<file path="config.mk">
export PLATFORM = sky130hd
export DESIGN_NAME = reorder_buffer_mc
export DESIGN_NICKNAME = d
export VERILOG_FILES = /design/src/rtl/reorder_buffer_mc.sv
export SDC_FILE = /design/constraint.sdc
export NUM_CORES = 2
export LEC_CHECK = 0
export CAP_MARGIN = 10
export CORE_MARGIN = 1.5
export CORE_UTILIZATION = 55
export CTS_CLUSTER_DIAMETER = 100
export DETAILED_ROUTE_END_ITERATION = 16
export PLACE_DENSITY = 0.74
export SLEW_MARGIN = 20
export SYNTH_ARGS = -nofsm -noshare
export SYNTH_HDL_FRONTEND = slang
export SYNTH_SLANG_ARGS = --single-unit
</file>
<file path="constraint.sdc">
create_clock -name clk -period 6.3 [get_ports clk]
set_clock_uncertainty 0.05 [all_clocks]
set_input_delay 0.63 -clock clk [delete_from_list [all_inputs] [get_ports clk]]
set_output_delay 0.63 -clock clk [all_outputs]
set_load 0.01 [all_outputs]
</file>
<file path="src/rtl/reorder_buffer_mc.sv">
// In-order-retire reorder buffer: program-order allocation, CDB_N result buses, up to COMMIT_W retirements per cycle.
// Optional recovery flush input is compiled in when ROB_FLUSH_EN is defined.
module reorder_buffer_mc #(
    parameter int unsigned DEPTH    = 16,
    parameter int unsigned IDX_W    = 4,
    parameter int unsigned DATA_W   = 32,
    parameter int unsigned COMMIT_W = 2,
    parameter int unsigned CDB_N    = 2
) (
    input  logic                         clk,
    input  logic                         rst,
`ifdef ROB_FLUSH_EN
    input  logic                         flush,
`endif
    input  logic                         alloc_valid,
    input  logic [4:0]                   alloc_rd,
    output logic                         alloc_ready,
    output logic [IDX_W-1:0]             alloc_tag,
    input  logic [CDB_N-1:0]             cdb_valid,
    input  logic [CDB_N*IDX_W-1:0]       cdb_tag,
    input  logic [CDB_N*DATA_W-1:0]      cdb_data,
    output logic [COMMIT_W-1:0]          commit_valid,
    output logic [COMMIT_W*5-1:0]        commit_rd,
    output logic [COMMIT_W*DATA_W-1:0]   commit_data,
    output logic [IDX_W-1:0]             rob_head,
    output logic [IDX_W:0]               count,
    output logic                         empty,
    output logic                         full
);
    localparam int unsigned CNT_W = IDX_W + 1;

    logic              busy_q [DEPTH];
    logic              done_q [DEPTH];
    logic [4:0]        rd_q   [DEPTH];
    logic [DATA_W-1:0] data_q [DEPTH];
    logic [IDX_W-1:0]  head_q, head_d;
    logic [IDX_W-1:0]  tail_q, tail_d;
    logic [CNT_W-1:0]  count_q, count_d;

    logic              flush_w;
    logic              alloc_fire;
    logic [CNT_W-1:0]  ncommit;
    logic              chain;
    logic [IDX_W-1:0]  cidx;
    logic              cdb_dup;

`ifdef ROB_FLUSH_EN
    assign flush_w = flush;
`else
    assign flush_w = 1'b0;
`endif

    assign alloc_ready = !flush_w && (count_q < CNT_W'(DEPTH));
    assign alloc_fire  = alloc_valid && alloc_ready;
    assign alloc_tag   = tail_q;
    assign rob_head    = head_q;
    assign count       = count_q;
    assign empty       = (count_q == '0);
    assign full        = (count_q == CNT_W'(DEPTH));

    // Retire slots form a contiguous run from the head; the first not-ready slot stops the chain.
    always_comb begin
        commit_valid = '0;
        commit_rd    = '0;
        commit_data  = '0;
        ncommit      = '0;
        chain        = !flush_w;
        cidx         = '0;
        for (int unsigned k = 0; k < COMMIT_W; k++) begin
            cidx  = head_q + IDX_W'(k);
            chain = chain && busy_q[cidx] && done_q[cidx] && (CNT_W'(k) < count_q);
            commit_valid[k]                 = chain;
            commit_rd[k*5 +: 5]             = rd_q[cidx];
            commit_data[k*DATA_W +: DATA_W] = data_q[cidx];
            if (chain) begin
                ncommit = ncommit + CNT_W'(1);
            end
        end
    end

    always_comb begin
        head_d  = head_q + ncommit[IDX_W-1:0];
        tail_d  = tail_q + IDX_W'(alloc_fire);
        count_d = count_q + CNT_W'(alloc_fire) - ncommit;
    end

    always_ff @(posedge clk) begin
        if (rst || flush_w) begin
            head_q  <= '0;
            tail_q  <= '0;
            count_q <= '0;
            for (int unsigned i = 0; i < DEPTH; i++) begin
                busy_q[i] <= 1'b0;
                done_q[i] <= 1'b0;
            end
        end else begin
            head_q  <= head_d;
            tail_q  <= tail_d;
            count_q <= count_d;
            if (alloc_fire) begin
                busy_q[tail_q] <= 1'b1;
                done_q[tail_q] <= 1'b0;
                rd_q[tail_q]   <= alloc_rd;
                data_q[tail_q] <= '0;
            end
            // Later buses overwrite earlier ones on a tag collision; busy is sampled pre-edge.
            for (int unsigned i = 0; i < CDB_N; i++) begin
                if (cdb_valid[i] && busy_q[cdb_tag[i*IDX_W +: IDX_W]]) begin
                    done_q[cdb_tag[i*IDX_W +: IDX_W]] <= 1'b1;
                    data_q[cdb_tag[i*IDX_W +: IDX_W]] <= cdb_data[i*DATA_W +: DATA_W];
                end
            end
            for (int unsigned k = 0; k < COMMIT_W; k++) begin
                if (commit_valid[k]) begin
                    busy_q[head_q + IDX_W'(k)] <= 1'b0;
                    done_q[head_q + IDX_W'(k)] <= 1'b0;
                end
            end
        end
    end

    always_comb begin
        cdb_dup = 1'b0;
        for (int unsigned i = 0; i < CDB_N; i++) begin
            for (int unsigned j = i + 1; j < CDB_N; j++) begin
                if (cdb_valid[i] && cdb_valid[j] &&
                    cdb_tag[i*IDX_W +: IDX_W] == cdb_tag[j*IDX_W +: IDX_W]) begin
                    cdb_dup = 1'b1;
                end
            end
        end
    end

    a_cdb_unique_tag: assert property (@(posedge clk) disable iff (rst) !cdb_dup);

endmodule

</file>
==> metrics.yaml <==
finalCritPeriodShare_pct: 85.6
cp-startpoint: "rob_head[1]"
synth_area_leaders: "edfxtp_1, mux4_2, a22o_1"
drive_gt1_share_pct: 26.9
p_leak_nw: 13.1
outcome: "finished, final reports clean"
reg2reg_from: "rob_head[1]"
irDropWorstVdd_mv: 0.225
die-area_sq_um: 66500
yosysWarnings: 0
wl_per_cell_um: 37.2
top_layer: "met5"
synth_top_area_share_pct: 49.8
wl_um: 118000
overflow: 0
cts_tree: "done"
yosysTopAreaCell: "edfxtp_1"
avgSynthCellArea_sq_um: 15.6
die_x_um: 258
synth_fp_nets: 2395
worstReg2RegEnd: "count[4]"
async_flop_share_pct: 0
power_density_nw_per_um2: 233
synth_area_sq_um: 35700
grt_max_degree: 149
maxCapViolCount: 0
numCtsBuffers: 69
arrival_ns: 4.71
slew_violations: 0
port_buffers: 173
fillCellCount: 4556
nets: 2370
clockRootBuffer: "clkbuf_16"
worstMarginPinSlew_ns: 1.20
crit_path_top_delay_cell: "dfxtp_4"
setup_viol: 0
cp_num_buf_inv: 3
antenna_left: 0
layout_commonest_cell: "edfxtp_1"
critPathTopFamily: "buffers and inverters"
clk_latency_ns: 0.62
yosysUniqueCellTypes: 72
synth.yosys.seq_area_share_pct: 52.3
worst_setup_path_start_kind: "flip-flop"
clock_path_buffers: 3
reg2reg_slack_ns: 1.57
worst-setup-path-type: "flip-flop to output port"
met2_wirelength_um: 55100
drc: 0
crit_end: "commit_data[32]"
pin_count: 174
fin_cells: 3178
critPathMaxStageDelay_ns: 0.83
post_cts_buffers: 0
cts.sinks: 637
rows: 93
utilization_pct: 62.3
grt_pass1_vias: 25400
htreeDepth: 3
antenna_found_initial: 7
grt_pass1_wl_um: 171000
fin_ws_ns: 0.909
wl_met3_um: 17000
layout_common_cells: "edfxtp_1, a22o_1, mux4_2, clkdlybuf4s50_1, buf_4"
dp_slack_ns: 1.61
synth_ff_type: "edfxtp_1"
viasPerCell: 7.91
clk_pin_slew_ns: 0.06
rsz0062_at_grt: "false"
ys_seq_elements: 637
path_cells: "inv_1 -> ha_4 -> buf_12 -> mux4_2 -> mux4_2 -> clkdlybuf4s50_1"
die_h_um: 258
synth_edf_count: 592
critPathCaptureType: "output port"
areaGrowthSynthToFinish_pct: 12.2
dr.pass1.iters: 7
rr_worst_depth: 17
worstHoldPathType: "flip-flop to flip-flop"
start_util_pct: 55.5
wirelength_met1_um: 40300
detail_route.iter0.violations: 3502
track_usage_pct: 35.6
hold_violations: 0
slew_headroom_pct: 19.9
fin_setup_tns_ns: 0
post_cts_resized: 0
crit_path_frequent_cell: "mux4_2"
place_congestion: 1.02
max_freq_ghz: 0.185
dp.cells: 3051
path_depth: 6
coreArea_sq_um: 64300
netlist_instances: 2292
ctsHoldBuffers: 0
dp_hpwl_um: 67700
fin_crit_ns: 5.39
worst-endpoint-required_ns: 5.62
num_vias: 25100
cp_max_fo: 148
## state kept, by name (all words and copies together), names as in the netlist
name	count
done_q	16
rob_head	4
busy_q	16
data_q	512
rd_q	80
alloc_tag	4
count	5
## synthesized netlist by cell type, drive strengths merged (5+ instances only)
cell type	count
inv	24
a31oi	6
ha	19
nand2b	14
and3	17
nor2b	19
o21ai	30
nand3	19
nand2	65
a21oi	32
and2	10
dfxtp	45
and4	5
mux4	384
nor3	20
clkbuf	182
edfxtp	592
xnor2	6
nor3b	13
or3	16
buf	168
a311oi	12
a22o	495
nor2	47
## through the flow
| stage | power, mW | hold slack (ns) | area (sq um) |
|---|---|---|---|
| floorplan | 5.11 | 0.428 | 35700 |
| global placement | 5.39 | 0.449 | 37900 |
| detailed placement | 5.40 | 0.463 | 37900 |
| CTS | 9.34 | 0.475 | 40100 |
| global route | 9.54 | 0.493 | 40100 |
| finish | 9.34 | 0.484 | 40100 |
## report_power, final
| group | switching, mW | total, mW | internal, mW |
|---|---|---|---|
| clock | 1.69 | 4.02 | 2.33 |
| combinational | 0.357 | 0.642 | 0.285 |
| sequential | 0.0494 | 4.69 | 4.64 |
| total | 2.09 | 9.34 | 7.25 |
## kinds of logic after synthesis
| logic type | after synthesis | synth area share [%] |
|---|---|---|
| flops | 637 | 52.3 |
| compound gates | 607 | 14.2 |
| mux | 387 | 24.3 |
| buf+inv | 374 | 4.40 |
| simple gates | 258 | 3.84 |
| fa+ha+maj | 21 | 0.778 |
| xor+xnor | 8 | 0.196 |
## worst min-delay path by stage
stage | from | to | slack (ns) | depth (start not counted)
floorplan | done_q[3] | done_q[3] | 0.43 | 2
global placement | done_q[3] | done_q[3] | 0.45 | 2
detailed placement | done_q[3] | done_q[3] | 0.46 | 2
CTS | done_q[3] | done_q[3] | 0.47 | 2
global route | done_q[3] | done_q[3] | 0.49 | 2
finish | done_q[3] | done_q[3] | 0.48 | 2
## per-layer routing
metal | track usage [%] | vias up
met5 | 0 | -
met4 | 16.4 | 6
met3 | 10.4 | 443
met2 | 55.5 | 2245
met1 | 46.5 | 12800
li1 | - | 9612
## worst register-to-register path, stage by stage, from the launching register on
cell and delay, ns:
dfxtp_4 0.83, ha_1 0.64, nand2_1 0.23, o31ai_2 0.58
nand2_1 0.16, nand4_2 0.22, nor2_4 0.07, ha_1 0.34
ha_1 0.29, inv_1 0.04, ha_1 0.18, inv_1 0.09
fa_1 0.22, inv_1 0.05, a21oi_1 0.14, nor2_1 0.06
or3_1 0.30, a21oi_1 0.16
## layout make-up
type                       instances  area [sq um]  area share [%]
antenna                            4          10.0          0.0250
clock buffer                     103          1970            4.91
clock inverter                    20           220           0.549
inverter                          24          90.1           0.225
multi-input combinational       1281         15700            39.1
sequential                       637         18700            46.6
tap                              855          1070            2.67
timing repair buffer             254          2360            5.90
Power figures use the tool's default switching activity.
